File: config.mk
export PLATFORM = sky130hd
export DESIGN_NAME = host_wr_queue
export DESIGN_NICKNAME = d
export VERILOG_FILES = /design/src/rtl/host_wr_queue.sv
export SDC_FILE = /design/constraint.sdc
export NUM_CORES = 2
export LEC_CHECK = 0
export ABC_AREA = 1
export BUFFER_PORTS_ARGS = -buffer_cell sky130_fd_sc_hd__buf_4
export CAP_MARGIN = 20
export CORE_MARGIN = 1
export CORE_UTILIZATION = 30
export DETAILED_ROUTE_END_ITERATION = 12
export PLACE_DENSITY = 0.54
export SYNTH_ARGS = -nofsm -noshare
export SYNTH_HDL_FRONTEND = slang
export SYNTH_SLANG_ARGS = --single-unit
File: constraint.sdc
create_clock -name clk -period 9.8 [get_ports clk]
set_input_delay 0.98 -clock clk [delete_from_list [all_inputs] [get_ports clk]]
set_output_delay 0.98 -clock clk [all_outputs]
set_load 0.05 [all_outputs]
File: src/rtl/host_wr_queue.sv
// Coalescing line-writeback queue drained to the host write bus; host_wgo rises two cycles after a push into an idle empty queue.
// Backpressure: the head is held while host_wr_ready=0, and wr_full refuses new non-coalescing pushes.
module host_wr_queue #(
   parameter int DEPTH  = 4,
   parameter int LINE_W = 512,
   parameter int ADDR_W = 16
) (
   input  logic              clk,
   input  logic              rst_n,
   input  logic              host_init,
   input  logic              wr_req,
   input  logic [31:0]       wr_addr,
   input  logic [LINE_W-1:0] wr_data,
   output logic              wr_full,
   output logic              wr_empty,
   input  logic [31:0]       chk_addr,
   output logic              chk_hazard,
   input  logic              host_wr_ready,
   output logic              host_wgo,
   output logic              host_we,
   output logic [63:0]       cpu_addr,
   output logic [LINE_W-1:0] host_data_bus_write_out
);
   localparam int          PW       = $clog2(DEPTH);
   localparam logic [PW:0] FULL_CNT = (PW+1)'(DEPTH);

   typedef enum logic [1:0] {ST_STARTUP, ST_IDLE, ST_DRAIN} state_t;

   state_t            state_q, state_d;
   logic [PW-1:0]     head_q, head_d, tail_q, tail_d;
   logic [PW:0]       count_q, count_d;
   logic [DEPTH-1:0]  vld_q, vld_d;
   logic [ADDR_W-1:0] addr_q [DEPTH];
   logic [ADDR_W-1:0] addr_d [DEPTH];
   logic [LINE_W-1:0] data_q [DEPTH];
   logic [LINE_W-1:0] data_d [DEPTH];

   logic [DEPTH-1:0]  wr_hit, chk_hit;
   logic              pop, coalesce, push_new;
   logic              unused_addr_bits;

   assign unused_addr_bits = ^{wr_addr[31:ADDR_W], chk_addr[31:ADDR_W]};

   // The head being drained is still visible to the hazard check but never coalesced into.
   always_comb begin
      for (int i = 0; i < DEPTH; i++) begin
         chk_hit[i] = vld_q[i] && (addr_q[i] == chk_addr[ADDR_W-1:0]);
         wr_hit[i]  = vld_q[i] && (addr_q[i] == wr_addr[ADDR_W-1:0])
                      && !((state_q == ST_DRAIN) && (head_q == PW'(i)));
      end
   end

   assign pop        = (state_q == ST_DRAIN) && host_wr_ready;
   assign coalesce   = wr_req && (|wr_hit);
   assign push_new   = wr_req && !coalesce && (count_q != FULL_CNT);
   assign wr_full    = (count_q == FULL_CNT);
   assign wr_empty   = (count_q == '0);
   assign chk_hazard = |chk_hit;

   always_comb begin
      head_d  = head_q;
      tail_d  = tail_q;
      count_d = count_q + (PW+1)'(push_new) - (PW+1)'(pop);
      vld_d   = vld_q;
      addr_d  = addr_q;
      data_d  = data_q;
      for (int i = 0; i < DEPTH; i++) begin
         if (coalesce && wr_hit[i]) data_d[i] = wr_data;
      end
      if (push_new) begin
         addr_d[tail_q] = wr_addr[ADDR_W-1:0];
         data_d[tail_q] = wr_data;
         vld_d[tail_q]  = 1'b1;
         tail_d         = tail_q + PW'(1);
      end
      if (pop) begin
         vld_d[head_q] = 1'b0;
         head_d        = head_q + PW'(1);
      end
   end

   always_comb begin
      state_d                 = state_q;
      host_wgo                = 1'b0;
      host_we                 = 1'b0;
      cpu_addr                = '0;
      host_data_bus_write_out = '0;
      case (state_q)
         ST_STARTUP: if (host_init) state_d = ST_IDLE;
         ST_IDLE:    if (count_q != '0) state_d = ST_DRAIN;
         ST_DRAIN: begin
            host_wgo                = 1'b1;
            cpu_addr                = {{(62-ADDR_W){1'b0}}, addr_q[head_q], 2'b00};
            host_data_bus_write_out = data_q[head_q];
            if (host_wr_ready) begin
               host_we = 1'b1;
               state_d = (count_q > (PW+1)'(1)) ? ST_DRAIN : ST_IDLE;
            end
         end
         default:    state_d = ST_STARTUP;
      endcase
   end

   always_ff @(posedge clk or posedge rst_n) begin
      if (rst_n) begin
         state_q <= ST_STARTUP;
         head_q  <= '0;
         tail_q  <= '0;
         count_q <= '0;
         vld_q   <= '0;
      end else begin
         state_q <= state_d;
         head_q  <= head_d;
         tail_q  <= tail_d;
         count_q <= count_d;
         vld_q   <= vld_d;
      end
   end

   // Payload is qualified by vld_q, so it needs no reset.
   always_ff @(posedge clk) begin
      addr_q <= addr_d;
      data_q <= data_d;
   end
endmodule

==> impl_results.md <==
* Nets at 14500
* Power Dens Cells at 380 nW/um^2
* Depth of the CTS H-tree at 4
* Register area share after synthesis at 42.7%
* CP Data Arrival Time at 5.97 ns
* Clk Latency, worst-skew pair at 0.94 ns
* Pre-CTS setup slack at 3.40 ns
* Peak per-stage delay on the critical path at 0.96 ns
* Post-CTS setup buffer count at 0
* Number of buffers created by CTS at 242
* Via density at 4.94
* Layout cells sized above 1 at 20.4%
* Maximum operating frequency at 144 MHz
* Routed Antenna Nets at 0
* Initial antenna violation count at 92
* Post-synthesis cell type count at 41
* CTS clock-pin slew for the worst setup and hold paths at 0.06 ns
* Worst R2R Start: head_q[0]
* CP Capture Type: output port
* Post-place instance area at 109000 sq um
* Crit Path Category: register to output port
* Via count at 92300
* Worst Tran Pin Value at 1.15 ns
* DP HPWL at 220 mm
* Slew Limit Fails at 0
* GPL Wtd Cong at 0.922
* Hold Fails Final Rpt at 0
* Post-Layout Cell Count at 18700
* Critical Path Fanout Max at 61
* Crit share post-route at 70.9%
* Max_cap viols at 0
* Endpoints failing setup at 0
* Placed instance count at 18200
* Final Cell Area at 117000 sq um
* Initial Util at 30.1%
* Leakage at 55.0 nW
* Core Util, Final at 34.8%
* Worst relative slew slack at 23.3%
* Core area at 336000 sq um
* Die area at 340000 sq um
* Chip height at 583 microns
* Post-Syn Instances at 13600
* Final WL at 385 mm
* I/O Buffers at 1081
* Netlist Area Pre-Place at 101000 sq um
* CTS root buf: clkbuf_16
* Most frequent CP cell: buf_4
* Bufs on Longest Clock Path at 4
* CTS tree: yes
* Wire per inst at 20.6 microns
* Ports at 1162
* #FFs+latches synth at 2125
* PnR worst setup slack at 2.85 ns
* CP max stage cell: dfrtp_4
* Number of synthesized flops with an enable pin at 64
* GRT Overall Usage at 21.7%
* Status: finished, final reports clean
* Iteration-0 DRC Markers at 7020
* HP Class: input pin to async pin
* DRC viols at 0
* PnR Total Power at 44.5 mW
* Setup crit end: host_data_bus_write_out[282]
* Mean post-synth cell area at 7.47 sq um
* R2R cell count at 13
* Min Hold Slack at 0.152 ns
* Detailed-router iteration count before antenna repair at 6
* Slack of the worst reg-to-reg path at 3.49 ns
* Synthesis-to-layout area growth at 15.5%
* Worst Setup SP: head_q[0]
* CP required at 8.82 ns
* CP Launch Type: register
* Unrepaired setup endpoints after global routing: false
* Site Rows at 213
* Hold-fix buffers, CTS at 0
* Period minus WS final at 6.95 ns
* Vias in the first global route at 88200
* Setup Skew at 0.0578 ns
* Yosys warning total at 0
* Worst-path cell chain: buf_4, buf_4, buf_4, buf_4, nor2_1, nor2_1, o21ai_0, a21oi_1, buf_4
* Gr ovfl total at 0
* Die width at 583 microns
* Clock sinks at 2125
* Pin count of the biggest net entering global routing at 187
* VDD IR max at 274 uV
* First-pass GRT wire length at 576 mm
* Ys flop type: dfxtp_1
* Setup TNS at 0 ns
* Post_cts resized at 0
* Reg2reg end: data_q[815]
* Asr flop ratio synth at 0.612%
[layer usage]
metal | GRT usage (%) | up-vias | routed length, microns
met2 | 35.0 | 2882 | 175000
met5 | 0 | - | 434
met4 | 8.87 | 68 | 15100
li1 | - | 44500 | -
met3 | 5.31 | 676 | 30400
met1 | 27.6 | 44200 | 164000
[worst min path at each step]
stage / depth (start not counted) / slack (ns) / from / to
CTS: 2 / 0.07 / rst_n / tail_q[1]
detailed placement: 2 / 0.45 / data_q[1188] / data_q[1188]
global placement: 2 / 0.45 / data_q[410] / data_q[410]
floorplan: 2 / 0.44 / data_q[502] / data_q[502]
finish: 2 / 0.15 / rst_n / state_q[0]
global route: 2 / 0.13 / rst_n / tail_q[1]
[kinds of logic after synthesis]
kind of cell               Yosys count  share of synthesized area [%]
adders and majority gates           13                          0.168
and+or+nand+nor                   8452                           40.2
DFF                               2125                           42.7
AOI/OAI and AO/OA                 1695                           8.48
other                                1                        0.00370
xor gates and xnor gates            26                          0.225
buffers and inverters             1249                           8.24
[layout make-up]
| class | count | area, sq um |
|---|---|---|
| repair buffers | 1221 | 9620 |
| clock buffers | 362 | 7150 |
| flip-flops and latches | 2125 | 43300 |
| multi-input cells | 10200 | 50000 |
| clock inverters | 78 | 857 |
| inverters | 109 | 432 |
| diodes | 56 | 140 |
| fillers | 36000 | 219000 |
| well taps | 4515 | 5650 |
[power breakdown]
group / internal, mW / switching [mW]
clock: 5.32 / 3.95
sequential: 12.9 / 2.34
combinational: 6.38 / 13.6
total: 24.6 / 19.9
[state kept, by name, summed over array words and instances, names as in the netlist]
signal and count:
vld_q 4, head_q 2, tail_q 2, addr_q 64, state_q 2, count_q 3
data_q 2048
[cells in the mapped netlist (all sizes together) (13+ instances only)]
cell type / number / area share, %
nand2: 4256 / 16
inv: 109 / 0.40
clkbuf: 410 / 1.5
edfxtp: 64 / 1.9
dfxtp: 2048 / 40
nand3: 2064 / 16
nor2: 2112 / 7.9
o21ai: 1081 / 5.3
o22ai: 30 / 0.19
buf: 730 / 6.3
xor2: 17 / 0.15
a21oi: 565 / 2.8
dfrtp: 13 / 0.32
[critical path: cells and delay by family (launching register included)]
| family | cells | cell delay (ns) |
|---|---|---|
| and+or+nand+nor | 2 | 0.22 |
| AOI/OAI and AO/OA | 2 | 0.61 |
| DFF | 1 | 0.96 |
| buffers and inverters | 5 | 3.00 |
[cells in the final DEF, fill, tap and decap left out, types with 16 or more instances in the layout]
| cell type | n |
|---|---|
| nand2_1 | 4250 |
| nor2_1 | 2108 |
| dfxtp_1 | 2048 |
| nand3_2 | 1254 |
| buf_4 | 1185 |
| o21ai_0 | 1071 |
| nand3_1 | 806 |
| a21oi_1 | 565 |
| clkbuf_16 | 248 |
| inv_1 | 90 |
| edfxtp_1 | 64 |
| clkbuf_1 | 62 |
| diode_2 | 56 |
| clkbuf_8 | 52 |
| conb_1 | 48 |
| clkinv_2 | 43 |
| buf_12 | 36 |
| o22ai_1 | 30 |
| xor2_1 | 17 |
| inv_2 | 16 |
No activity file was read; power rests on OpenSTA's default activity.
